File: config.mk
export PLATFORM = sky130hd
export DESIGN_NAME = rv32_m_mem_arbiter
export DESIGN_NICKNAME = d
export VERILOG_FILES = /design/src/rtl/rv32_m_mem_arbiter.sv
export SDC_FILE = /design/constraint.sdc
export NUM_CORES = 1
export LEC_CHECK = 0
export BUFFER_PORTS_ARGS = -buffer_cell sky130_fd_sc_hd__buf_2
export CORE_AREA = 5 5 105 107
export CTS_BUF_LIST = sky130_fd_sc_hd__clkbuf_16
export DETAILED_ROUTE_END_ITERATION = 8
export DIE_AREA = 0 0 110 112
export PLACE_DENSITY_LB_ADDON = 0.25
export SLEW_MARGIN = 20
export SYNTH_ARGS = -nofsm -noshare
export SYNTH_HDL_FRONTEND = slang
export SYNTH_SLANG_ARGS = --single-unit
File: constraint.sdc
create_clock -name clk_i -period 5.16 [get_ports clk_i]
set_input_delay 1.29 -clock clk_i [delete_from_list [all_inputs] [get_ports clk_i]]
set_output_delay 1.29 -clock clk_i [all_outputs]
set_load 0.03 [all_outputs]
File: src/rtl/rv32_m_mem_arbiter.sv
// Arbitrates one memory bus between fetch (IF) and load/store (D) requesters.
// Optional response timeout enabled by `RV32_MEM_ARB_TIMEOUT_EN.
module rv32_m_mem_arbiter #(
    parameter int unsigned ADDR_W         = 32,
    parameter int unsigned DATA_W         = 32,
    parameter int unsigned MAX_D_STREAK   = 4,
    parameter int unsigned TIMEOUT_CYCLES = 255
) (
    input  logic                clk_i,
    input  logic                rst_ni,
    input  logic                if_req_i,
    input  logic [ADDR_W-1:0]   if_addr_i,
    output logic                if_gnt_o,
    output logic                if_rvalid_o,
    output logic [DATA_W-1:0]   if_rdata_o,
    input  logic                d_req_i,
    input  logic                d_we_i,
    input  logic [DATA_W/8-1:0] d_be_i,
    input  logic [ADDR_W-1:0]   d_addr_i,
    input  logic [DATA_W-1:0]   d_wdata_i,
    output logic                d_gnt_o,
    output logic                d_rvalid_o,
    output logic [DATA_W-1:0]   d_rdata_o,
    output logic                mem_req_o,
    output logic                mem_we_o,
    output logic [DATA_W/8-1:0] mem_be_o,
    output logic [ADDR_W-1:0]   mem_addr_o,
    output logic [DATA_W-1:0]   mem_wdata_o,
    input  logic                mem_gnt_i,
    input  logic                mem_rvalid_i,
    input  logic [DATA_W-1:0]   mem_rdata_i,
    output logic                err_o
);

    localparam int unsigned BE_W = DATA_W / 8;
    localparam logic [3:0]  STREAK_MAX = 4'(MAX_D_STREAK);

    if (MAX_D_STREAK < 1 || MAX_D_STREAK > 15 || TIMEOUT_CYCLES < 1) begin : g_bad_param
        $error("rv32_m_mem_arbiter: parameter out of range");
    end

    typedef enum logic [1:0] {
        IDLE = 2'd0,
        ADDR = 2'd1,
        RESP = 2'd2
    } state_e;

    state_e      state_q, state_d;
    logic        owner_q, owner_d;    // 1 = D owns the bus, 0 = IF
    logic [3:0]  streak_q, streak_d;
    logic        sel_d;
    logic        resp_done;
    logic [DATA_W-1:0] resp_data;

`ifdef RV32_MEM_ARB_TIMEOUT_EN
    localparam int unsigned TO_W = 16;
    localparam logic [TO_W-1:0] TO_LAST = TO_W'(TIMEOUT_CYCLES - 1);
    logic [TO_W-1:0] to_cnt_q, to_cnt_d;
`endif

    always_comb begin
        state_d     = state_q;
        owner_d     = owner_q;
        streak_d    = streak_q;
        sel_d       = owner_q;
        mem_req_o   = 1'b0;
        if_gnt_o    = 1'b0;
        d_gnt_o     = 1'b0;
        if_rvalid_o = 1'b0;
        d_rvalid_o  = 1'b0;
        if_rdata_o  = '0;
        d_rdata_o   = '0;
        err_o       = 1'b0;
        resp_done   = 1'b0;
        resp_data   = mem_rdata_i;
`ifdef RV32_MEM_ARB_TIMEOUT_EN
        to_cnt_d    = (state_q == RESP) ? to_cnt_q + 1'b1 : '0;
`endif

        case (state_q)
            IDLE: begin
                if (if_req_i || d_req_i) begin
                    // D wins unless IF has already waited out a full streak
                    sel_d     = d_req_i && !(if_req_i && streak_q == STREAK_MAX);
                    mem_req_o = 1'b1;
                    owner_d   = sel_d;
                    state_d   = mem_gnt_i ? RESP : ADDR;
                end
            end
            ADDR: begin
                mem_req_o = 1'b1;
                if (mem_gnt_i) begin
                    state_d = RESP;
                end
            end
            RESP: begin
                if (mem_rvalid_i) begin
                    resp_done = 1'b1;
                end
`ifdef RV32_MEM_ARB_TIMEOUT_EN
                else if (to_cnt_q == TO_LAST) begin
                    resp_done = 1'b1;
                    resp_data = '0;
                    err_o     = 1'b1;
                end
`endif
            end
            default: state_d = IDLE;
        endcase

        if (mem_req_o && mem_gnt_i) begin
            if (sel_d) begin
                d_gnt_o = 1'b1;
                if (!if_req_i) begin
                    streak_d = '0;
                end else if (streak_q != STREAK_MAX) begin
                    streak_d = streak_q + 4'd1;
                end
            end else begin
                if_gnt_o = 1'b1;
                streak_d = '0;
            end
        end

        if (resp_done) begin
            state_d = IDLE;
            if (owner_q) begin
                d_rvalid_o = 1'b1;
                d_rdata_o  = resp_data;
            end else begin
                if_rvalid_o = 1'b1;
                if_rdata_o  = resp_data;
            end
        end
    end

    // Bus payload is zero whenever no request is presented
    always_comb begin
        mem_we_o    = 1'b0;
        mem_be_o    = '0;
        mem_addr_o  = '0;
        mem_wdata_o = '0;
        if (mem_req_o) begin
            if (sel_d) begin
                mem_we_o    = d_we_i;
                mem_be_o    = d_be_i;
                mem_addr_o  = d_addr_i;
                mem_wdata_o = d_wdata_i;
            end else begin
                mem_be_o    = {BE_W{1'b1}};
                mem_addr_o  = if_addr_i;
            end
        end
    end

    always_ff @(posedge clk_i or negedge rst_ni) begin
        if (!rst_ni) begin
            state_q  <= IDLE;
            owner_q  <= 1'b0;
            streak_q <= '0;
        end else begin
            state_q  <= state_d;
            owner_q  <= owner_d;
            streak_q <= streak_d;
        end
    end

`ifdef RV32_MEM_ARB_TIMEOUT_EN
    always_ff @(posedge clk_i or negedge rst_ni) begin
        if (!rst_ni) begin
            to_cnt_q <= '0;
        end else begin
            to_cnt_q <= to_cnt_d;
        end
    end
`endif

endmodule
After elaboration in Yosys (flattened, before gate mapping)
Cells that the tools add are included.
Widths: inputs -> output; s select.
- register bits: 7
- bits in read-only memories: 0
- RAM bits: 0
- memories kept: 0
- latch bits: 0
- input port bits: 139
- logic and storage cells: 54
- output and inout port bits: 139
- mux-type cells: 34
- equal/unequal tests: 8
- reduce and logical (&&, ||, !) cells: 8
- order comparisons: 0
- shift-type cells: 0
- bitwise logic cells: 0
- $add $sub $neg: 1
- divide/modulo/power cells: 0
- $mul: 0
- operators by type and width (operator ; count):
    $mux 32 ; 8
    $mux 4 ; 5
    $mux 1 ; 15
    $mux 2 ; 4
    $ne 3x3->1 const B ; 2
    $pmux 2 s3 ; 1
    $add 4x1->4 const B ; 1
    $eq 4x3->1 const B ; 1
    $ne 4x3->1 const B ; 1
    $logic_and 1x1->1 ; 3
    $ne 3x2->1 const B ; 1
    $reduce_and 3->1 ; 1
    $eq 2x1->1 const B ; 1
    $eq 2x2->1 const B ; 1
    $logic_not 2->1 ; 1
    $ne 2x2->1 const B ; 1
    $pmux 1 s2 ; 1
    $reduce_and 2->1 ; 1
    $logic_not 1->1 ; 1
    $logic_or 1x1->1 ; 1

Logic depth before layout (Yosys ltp)
- depth after elaboration: 8
- mapped depth: 7

Worst setup path after synthesis
No wires, ideal clock.
- path type: input port to output port
- start: input d_req_i
- end: output mem_addr_o[10]
- required time: 3.870 ns
- slack: 1.249 ns
- cell stages on the path: 7
- path buffers: 2
- data arrival time: 2.621 ns
- path through: or3_1 -> nand2b_2 -> inv_2 -> buf_6 -> buf_2 -> nand2_1 -> o21ai_0
- cells in the longest elaborated chain, start to end: 5
- ends and longest elaborated chain (what ; line ; source):
    start, declared ; 16 ; input logic d_req_i,
    $logic_and 1x1->1 / $logic_or 1x1->1 (equally long branches) ; 84, 82 ;
    $mux 1 (2 in a row) ; n/a ;
    $mux 32 ; 144 ; if (sel_d) begin
    $mux 32 * ; 143 ; if (mem_req_o) begin
    end, declared ; 27 ; output logic [ADDR_W-1:0] mem_addr_o,
Every way passes the cells marked *; elsewhere a longest branch is shown, timed or not.

Final worst setup path
- start: input if_req_i
- end: output mem_addr_o[9]
- cells in the longest elaborated chain, start to end: 7
- ends and longest elaborated chain (what ; line ; source):
    start, declared ; 11 ; input logic if_req_i,
    $logic_and 1x1->1 ; 84 ; sel_d = d_req_i && !(if_req_i && streak_q == STREAK_MAX);
    $logic_not 1->1 ; 84 ;
    $logic_and 1x1->1 ; 84 ;
    $mux 1 (2 in a row) ; n/a ;
    $mux 32 ; 144 ;
    $mux 32 * ; 143 ;
Marks and branches as above.

==> impl_metrics.json <==
{
  "fp.dieArea_um2": 12300,
  "crit_type": "in2out",
  "grt.overflow.total": 0,
  "gp_congestion": 0.780,
  "dp_hpwl_mm": 7.07,
  "grt_usage": 0.119,
  "hold_viol_final": 0,
  "relSlewSlack": 0.394,
  "min_path_type": "reg2reg",
  "wl_per_cell_um": 12.4,
  "cp-end-kind": "primary output",
  "tns_ns": 0,
  "clock_latency_ns": 0.23,
  "syn_to_final_growth_pct": 91.1,
  "syn_avg_cell_area_um2": 6.07,
  "grt_pass1_vias": 2700,
  "skew_ns": 0.00141,
  "critPathMostFrequentCell": "buf_2",
  "ys_ff_latch": 7,
  "power.density_nw_per_um2": 278,
  "async_flop_share": 1.00,
  "drive_gt1_frac": 0.541,
  "synth_top_family_by_area": "simple AND/OR/NAND/NOR gates",
  "drc": 0,
  "drt-vias-per-instance": 4.24,
  "synthFlopType": "dfrtp_1",
  "clock-sinks": 7,
  "fmax_mhz": 234,
  "leakagePower_nw": 1.98,
  "cts_hold_buf": 0,
  "ant_nets": 0,
  "drtIter0Drc": 172,
  "core_um2": 10000,
  "start_util": 0.167,
  "crit_path_max_fanout": 70,
  "synth_fa_ha_area_frac": 0.0149,
  "clockBufferDepth": 2,
  "ctsRootBufferMaster": "clkbuf_16",
  "ys.warnings.count": 0,
  "n_antenna_cell": 0,
  "die_w_um": 110,
  "critPathRequiredTime_ns": 3.87,
  "cts_setup_buffers": 0,
  "rows": 37,
  "ios": 278,
  "vias": 2851,
  "path_cells": "buf_2 > or3b_1 > a22oi_2 > buf_4 > nand3_1 > o21ai_0 > buf_2",
  "wirelength_mm": 8.34,
  "syn_inst": 276,
  "crit_buf_inv": 3,
  "antenna_found_initial": 0,
  "portBuffers": 276,
  "fin_nets": 678,
  "cp_top_family": "buffers and inverters",
  "synthesis.nets": 417,
  "firstDrtPassIters": 4,
  "synth_edf_count": 0,
  "grt_start_max_net_pins": 71,
  "synth-simple-area-share": 0.634,
  "grt_first_pass_wirelength_mm": 12.2,
  "critPathArrivalTime_ns": 2.99,
  "hold_ws_ns": 0.555,
  "max_stage_delay_ns": 0.49,
  "synth_compound_area_frac": 0.149,
  "cts_tree": "built",
  "cts_resized": 0,
  "fin_crit_sh": 0.829,
  "worst-slew-pin-transition_ns": 0.908,
  "setup_viol_count_final": 0,
  "cp_slowest_cell": "buf_4",
  "synthesis.area_um2": 1680,
  "ys_seq_area_frac": 0.104,
  "status": "completed",
  "startpoint_type": "input port",
  "synthXorXnorAreaFrac": 0,
  "timing_max_transition_violations_final": 0,
  "rsz0062_at_grt": "false",
  "die_h_um": 112,
  "synth.area.mux_share": 0.00672,
  "clk_pin_slew_ns": 0.03,
  "synth_cell_types": 31,
  "peakVddDrop_mv": 0.132,
  "numCtsBuffers": 3,
  "period_needed_ns": 4.28,
  "cap_violations": 0,
  "htree_levels": 1
}
## power by group
group          internal [mW]  leakage (nW)  switching [mW]
Clock                  0.101        0.0423          0.0294
Sequential            0.0637        0.0914          0.0139
Combinational          0.208          1.85           0.475
## cell usage after synthesis, types with 3 or more instances
| cell type | instances | area (µm²) |
|---|---|---|
| dfrtp_1 | 7 | 175 |
| o21ai_1 | 10 | 50.1 |
| o21ai_0 | 25 | 125 |
| and2_1 | 98 | 613 |
| nand2_1 | 35 | 131 |
| clkbuf_1 | 12 | 45.0 |
| a21oi_1 | 3 | 15.0 |
| buf_6 | 4 | 45.0 |
| buf_2 | 7 | 35.0 |
| nand3_1 | 35 | 175 |
| nor2_1 | 13 | 48.8 |
## final timing paths
path	cells past startpoint	to	start	slack [ns]
worst max-delay path	7	mem_addr_o[9]	if_req_i	0.88
worst min-delay path	1	streak_q[1]	streak_q[1]	0.56
worst max register to register	6	owner_q	streak_q[0]	3.44
worst min register to register	1	streak_q[1]	streak_q[1]	0.56
max in group asynchronous	1	streak_q[1]	rst_ni	4.10
min in group asynchronous	1	state_q[1]	rst_ni	0.89
## sequential cells by signal, indices dropped and copies added, names as in the netlist
name,count
streak_q,4
owner_q,1
state_q,2
## cell type report
class / instances / area [µm²]
tap: 136 / 170
inverter: 4 / 15.0
clock inverter: 1 / 3.75
fill: 1108 / 6840
sequential: 7 / 175
timing repair buffer: 280 / 1410
clock buffer: 3 / 75.1
multi-input combinational: 241 / 1350
## routing by layer
metal / vias to the layer above / wire length (µm) / track usage / part of all wire
met1: 1231 / 2960 / 0.120 / 0.36
li1: 1424 / - / - / -
met3: 11 / 1050 / 0.0278 / 0.13
met2: 185 / 4230 / 0.239 / 0.51
met4: 0 / 95 / 0.0216 / 0.011
met5: - / 0 / 0 / 0
## cells by family after synthesis
group / after synthesis
flip-flops: 7
multiplexers: 1
adder cells (fa/ha/maj): 2
other: 1
AO/OA/AOI/OAI: 45
buffers and inverters: 28
AND/OR/NAND/NOR: 192
## metrics by stage
stage                     std cells  worst slack, ns  instance area [µm²]  power, mW  utilization
after floorplan                 276             1.25                 1680      0.568            -
after global placement          668            0.915                 3130      0.764        0.311
final                           672            0.881                 3200      0.890        0.319
after CTS                       672            0.879                 3200      0.902        0.319
after global routing            672            0.761                 3200      0.961        0.319
after detailed placement        668            0.880                 3130      0.767        0.311
## cells in the final DEF (no fill, tap or decap), drive strengths merged, types with 2 or more instances in the layout
cell    count
inv         5
dfrtp       7
nor2       13
nor3b       2
nand3      35
clkbuf      3
a22o        2
o211ai      2
nand2      35
a21oi       3
ha          2
buf       280
nand2b      2
nand3b      2
and2       98
o21ai      35
No activity file was read; power rests on OpenSTA's default activity.
